[config.mk]
export PLATFORM = sky130hd
export DESIGN_NAME = instr_fetch
export DESIGN_NICKNAME = d
export VERILOG_FILES = /design/src/rtl/instr_fetch.sv
export SDC_FILE = /design/constraint.sdc
export NUM_CORES = 1
export LEC_CHECK = 0
export ABC_CLOCK_PERIOD_IN_PS = 3400
export CORE_MARGIN = 2
export CORE_UTILIZATION = 43
export DETAILED_ROUTE_END_ITERATION = 7
export MAX_ROUTING_LAYER = met4
export PLACE_DENSITY_LB_ADDON = 0.08
export SLEW_MARGIN = 10
export SYNTH_ARGS = -nofsm -noshare
export SYNTH_HDL_FRONTEND = slang
export SYNTH_SLANG_ARGS = --single-unit
[constraint.sdc]
create_clock -name clock -period 3.4 [get_ports clock]
set_clock_uncertainty 0.1 [all_clocks]
set_input_delay 0.68 -clock clock [delete_from_list [all_inputs] [get_ports clock]]
set_output_delay 0.68 -clock clock [all_outputs]
set_load 0.01 [all_outputs]
[src/rtl/instr_fetch.sv]
// instr_fetch: fetch sequencer between the program counter and instruction memory.
// Issues one read per instruction, holds the returned word for the decoder,
// pulses next_ins once the decoder accepts it, and counts retirements.
// Optional feature: define FETCH_TIMEOUT_EN to enable the WAIT watchdog that
// raises fetch_err and halts after TIMEOUT cycles without read data.
module instr_fetch #(
  parameter int PC_BITS    = 12,
  parameter int INSTR_BITS = 9,
  parameter int TIMEOUT    = 15,
  parameter int CNT_BITS   = 16
) (
  input  logic                  clock,
  input  logic                  reset,
  input  logic                  start,
  input  logic [PC_BITS-1:0]    pc,
  input  logic                  done,
  output logic                  mem_req,
  output logic [PC_BITS-1:0]    mem_addr,
  input  logic [INSTR_BITS-1:0] mem_rdata,
  input  logic                  mem_rvalid,
  output logic [INSTR_BITS-1:0] instr,
  output logic                  instr_valid,
  input  logic                  instr_ready,
  output logic                  next_ins,
  output logic                  halted,
  output logic                  fetch_err,
  output logic [CNT_BITS-1:0]   retired
);

  localparam logic [2:0] IDLE   = 3'd0;
  localparam logic [2:0] ARM    = 3'd1;
  localparam logic [2:0] REQ    = 3'd2;
  localparam logic [2:0] WAIT   = 3'd3;
  localparam logic [2:0] HOLD   = 3'd4;
  localparam logic [2:0] SETTLE = 3'd5;
  localparam logic [2:0] HALT   = 3'd6;

  logic [2:0] state;
  logic [2:0] state_next;
  logic       timeout_hit;

`ifdef FETCH_TIMEOUT_EN
  localparam int TW = (TIMEOUT > 1) ? $clog2(TIMEOUT) : 1;

  logic [TW-1:0] wait_cnt;

  // Watchdog fires on the TIMEOUT-th consecutive WAIT cycle without data.
  always_comb begin
    timeout_hit = 1'b0;
    if (state == WAIT && !mem_rvalid && wait_cnt == TW'(TIMEOUT - 1)) begin
      timeout_hit = 1'b1;
    end
  end

  // Count WAIT cycles without read data; held at zero outside WAIT so every
  // entry into WAIT starts from a cleared count.
  always_ff @(posedge clock) begin
    if (reset || state != WAIT) begin
      wait_cnt <= '0;
    end else if (!mem_rvalid) begin
      wait_cnt <= wait_cnt + 1'b1;
    end
  end

  // Sticky fetch error, cleared only by reset or a new program start.
  always_ff @(posedge clock) begin
    if (reset) begin
      fetch_err <= 1'b0;
    end else if (start) begin
      fetch_err <= 1'b0;
    end else if (timeout_hit) begin
      fetch_err <= 1'b1;
    end
  end
`else
  // TIMEOUT only matters when the watchdog is built in.
  logic timeout_unused;
  assign timeout_unused = TIMEOUT[0];
  assign timeout_hit    = 1'b0;
  assign fetch_err      = 1'b0;
`endif

  // Next-state selection; start overrides every state, reset is applied in
  // the state register.
  always_comb begin
    state_next = state;
    if (start) begin
      state_next = ARM;
    end else begin
      case (state)
        IDLE:   state_next = IDLE;
        ARM:    state_next = REQ;
        REQ:    state_next = done ? HALT : WAIT;
        WAIT: begin
          if (mem_rvalid) begin
            state_next = HOLD;
          end else if (timeout_hit) begin
            state_next = HALT;
          end
        end
        HOLD:   if (instr_ready) state_next = SETTLE;
        SETTLE: state_next = REQ;
        HALT:   state_next = HALT;
        default: state_next = IDLE;
      endcase
    end
  end

  // State register.
  always_ff @(posedge clock) begin
    if (reset) begin
      state <= IDLE;
    end else begin
      state <= state_next;
    end
  end

  // The read strobe is combinational in REQ so memory sees the live PC; start
  // and reset suppress it because both abandon the fetch this cycle.
  always_comb begin
    mem_req  = 1'b0;
    mem_addr = '0;
    if (state == REQ && !done && !start && !reset) begin
      mem_req  = 1'b1;
      mem_addr = pc;
    end
  end

  // Instruction capture, decoder handshake, halt flag and retirement count.
  always_ff @(posedge clock) begin
    if (reset) begin
      instr       <= '0;
      instr_valid <= 1'b0;
      next_ins    <= 1'b0;
      halted      <= 1'b0;
      retired     <= '0;
    end else begin
      next_ins <= 1'b0;
      if (start) begin
        instr_valid <= 1'b0;
        halted      <= 1'b0;
        retired     <= '0;
      end else begin
        case (state)
          REQ: begin
            if (done) begin
              halted <= 1'b1;
            end
          end
          WAIT: begin
            if (mem_rvalid) begin
              instr       <= mem_rdata;
              instr_valid <= 1'b1;
            end else if (timeout_hit) begin
              halted <= 1'b1;
            end
          end
          HOLD: begin
            if (instr_ready) begin
              next_ins    <= 1'b1;
              instr_valid <= 1'b0;
              retired     <= retired + 1'b1;
            end
          end
          default: ;
        endcase
      end
    end
  end

  // next_ins is a single-cycle pulse: SETTLE always follows the accepting HOLD.
  a_next_ins_single: assert property (@(posedge clock) next_ins |=> !next_ins);

  // A held instruction stays valid and unchanged until the decoder takes it.
  a_hold_stable: assert property (@(posedge clock)
    (instr_valid && !instr_ready && !reset && !start) |=> (instr_valid && $stable(instr)));

endmodule
==> impl_metrics.json <==
{
  "status": "finished, final reports clean",
  "crit_required_ns": 2.62,
  "fin_crit_sh_pct": 95.2,
  "p_per_area_mw_per_mm2": 321,
  "dr_wl_met3_um": 134,
  "clockBufferDepth": 2,
  "rrSetupSlack_ns": 1.56,
  "rows": 20,
  "seqCellArea_um2": 621,
  "ys_seq_elements": 31,
  "drc": 0,
  "wl_met2_mm": 1.84,
  "worst_path_most_repeated_cell": "clkdlybuf4s50_1",
  "post_synth.cell_area_avg_um2": 8.72,
  "routabilityCongestion": 0.776,
  "yosys.area.top_type": "dfxtp_1",
  "rsz0062_at_grt": "no",
  "drive_gt1_share_pct": 8.09,
  "die_h_um": 61.5,
  "p_sw_share_pct": 21.9,
  "startpoint_type": "input port",
  "grt_max_degree": 22,
  "port_buffers": 67,
  "grt_pass1_wl_mm": 5.35,
  "netlist.area_leader.share_pct": 43.7,
  "cts_tree": "built",
  "first_iter_violations": 69,
  "p_leak_nw": 0.753,
  "route.detailed.vias_per_inst": 4.90,
  "area_growth_pct": 56.3,
  "hold_depth": 2,
  "synth_edf_count": 0,
  "layout.nets": 262,
  "min_period_ns": 3.24,
  "seqPwrFrac_pct": 51.7,
  "p_clk_share_pct": 40.5,
  "grt_pass1_vias": 1274,
  "critPathArrivalTime_ns": 2.46,
  "dieArea_mm2": 0.00378,
  "cp_cell_sequence": "clkdlybuf4s50_1 > or2_2 > nor4_1 > buf_4 > and2_1 > clkdlybuf4s50_1",
  "slowest_stage": "clkdlybuf4s50_1",
  "yosys.cell_types.count": 36,
  "cts.sink_count": 31,
  "synthFlopType": "dfxtp_1",
  "switching_power_w": 0.000156,
  "cts_buffers": 5,
  "track_usage_pct": 19.5,
  "slew_viol_final": 0,
  "dp_hpwl_mm": 2.60,
  "yosys_warnings": 0,
  "n_fill_cell": 268,
  "cts_resized": 0,
  "worst_slew_pin_slew_ns": 0.563,
  "start_util_pct": 45.8,
  "hp-class": "register to register",
  "vias": 1368,
  "die_w_um": 61.5,
  "ys_seq_area_share_pct": 43.7,
  "antenna_found_initial": 0,
  "multi_input_area_um2": 756,
  "cts_setup_buffers": 0,
  "postCtsHoldBufs": 0,
  "clkSlewWorstSetupHoldPaths_ns": 0.11,
  "vdd_drop_max_mv": 0.332,
  "top_layer_used": "met4",
  "finalSetupViolCount": 0,
  "synthCells": 163,
  "reg2reg_depth": 4,
  "ys_top_cells_by_area": "dfxtp_1, nor2_1, mux2i_1",
  "wl_per_cell_um": 12.1,
  "synth_area_mm2": 0.00142,
  "wl_met1_mm": 1.38,
  "clock-root-buffer": "clkbuf_4",
  "hold_viol_final": 0,
  "ios": 69,
  "layout_common_cells": "clkdlybuf4s50_1, dfxtp_1, nor2_1, and2_1, nand2_1",
  "synth-async-reset-ratio_pct": 0,
  "maxCapViolations": 0,
  "diodes": 0,
  "clock.fmax_ghz": 0.309,
  "finalPower_w": 0.000713,
  "tns_ns": 0,
  "clkLatencyLatePin_ns": 0.33,
  "max_stage_delay_ns": 0.54,
  "mostFrequentLayoutCell": "clkdlybuf4s50_1",
  "coreArea_mm2": 0.00310,
  "crit_type": "input port to output port",
  "routed_wl_mm": 3.38,
  "htreeDepth": 2,
  "combPwrFrac_pct": 7.8,
  "p_int_w": 0.000557,
  "max_slew_margin_pct": 62.2,
  "grt_overflow": 0,
  "synth_nets": 191,
  "ant_nets": 0,
  "worstPathMaxFanout": 13,
  "firstDrtPassIters": 4,
  "end_kind": "output port"
}
[power by group through the flow]
stage               registers [W]  logic [W]  clock network, W
global placement         0.000377  0.0000544                 0
floorplan                0.000376  0.0000198                 0
finish                   0.000369  0.0000554          0.000288
detailed placement       0.000377  0.0000559                 0
CTS                      0.000369  0.0000560          0.000296
global route             0.000370  0.0000601          0.000318
[path summary, 6_finish.rpt]
kind,from,endpoint
setup / recovery,start,mem_addr[5]
hold / removal,instr_valid$_SDFFE_PP0P_,instr_valid$_SDFFE_PP0P_
setup reg to reg,state[1]$_SDFFE_PP0P_,retired[11]$_SDFFE_PP0P_
hold reg to reg,instr_valid$_SDFFE_PP0P_,instr_valid$_SDFFE_PP0P_
[final cells by class]
| class | count | area share (%) |
|---|---|---|
| multi-input combinational | 123 | 34.0 |
| timing repair buffer | 71 | 31.5 |
| sequential | 31 | 27.9 |
| tap | 44 | 2.48 |
| clock inverter | 3 | 1.97 |
| clock buffer | 5 | 1.69 |
| inverter | 2 | 0.338 |
[metal layers]
layer,global-route usage [%],up-vias
li1,-,701
met1,21.4,630
met2,34.6,33
met3,5.67,4
met4,4.56,0
met5,-,-
[state kept, by name, summed over array words and instances, names as in the netlist]
register / count
next_ins: 1
state: 3
retired: 16
instr_valid: 1
instr: 9
halted: 1
[cells by family (layout without fill, tap and decap cells)]
logic type,after synthesis,in the layout,share of synthesized area [%]
AND/OR/NAND/NOR,80,80,30.7
flip-flops,31,31,43.7
AO/OA/AOI/OAI,23,23,9.42
XOR/XNOR,9,9,5.55
multiplexers,9,9,6.34
buffers and inverters,9,81,3.17
adder cells (fa/ha/maj),1,1,0.880
other,1,1,0.264
[worst max-delay path: cells and delay by family]
family	cells	cell delay, ns
buffers and inverters	3	1.16
AND/OR/NAND/NOR	3	0.61
[cells in the mapped netlist (2+ instances only)]
cell,count
a21oi_1,10
a31o_2,2
and2_1,12
clkbuf_1,4
dfxtp_1,31
inv_1,2
mux2i_1,9
nand2_1,12
nand3_1,3
nand4_1,4
nor2_1,28
nor3_1,3
nor4_1,5
o21ai_0,7
or3_1,3
xnor2_1,6
xor2_1,3
[stage by stage]
| step | instance area, um^2 | setup slack, ns | instances | utilization [%] | hold slack, ns |
|---|---|---|---|---|---|
| floorplan | 1420 | 0.836 | 163 | - | 0.381 |
| global placement | 2140 | 0.174 | 271 | 69.0 | 0.351 |
| detailed placement | 2140 | 0.137 | 271 | 69.0 | 0.360 |
| CTS | 2220 | 0.137 | 279 | 71.6 | 0.378 |
| global route | 2220 | 0.0665 | 279 | 71.6 | 0.404 |
| finish | 2220 | 0.164 | 279 | 71.6 | 0.369 |
Power figures use the tool's default switching activity.
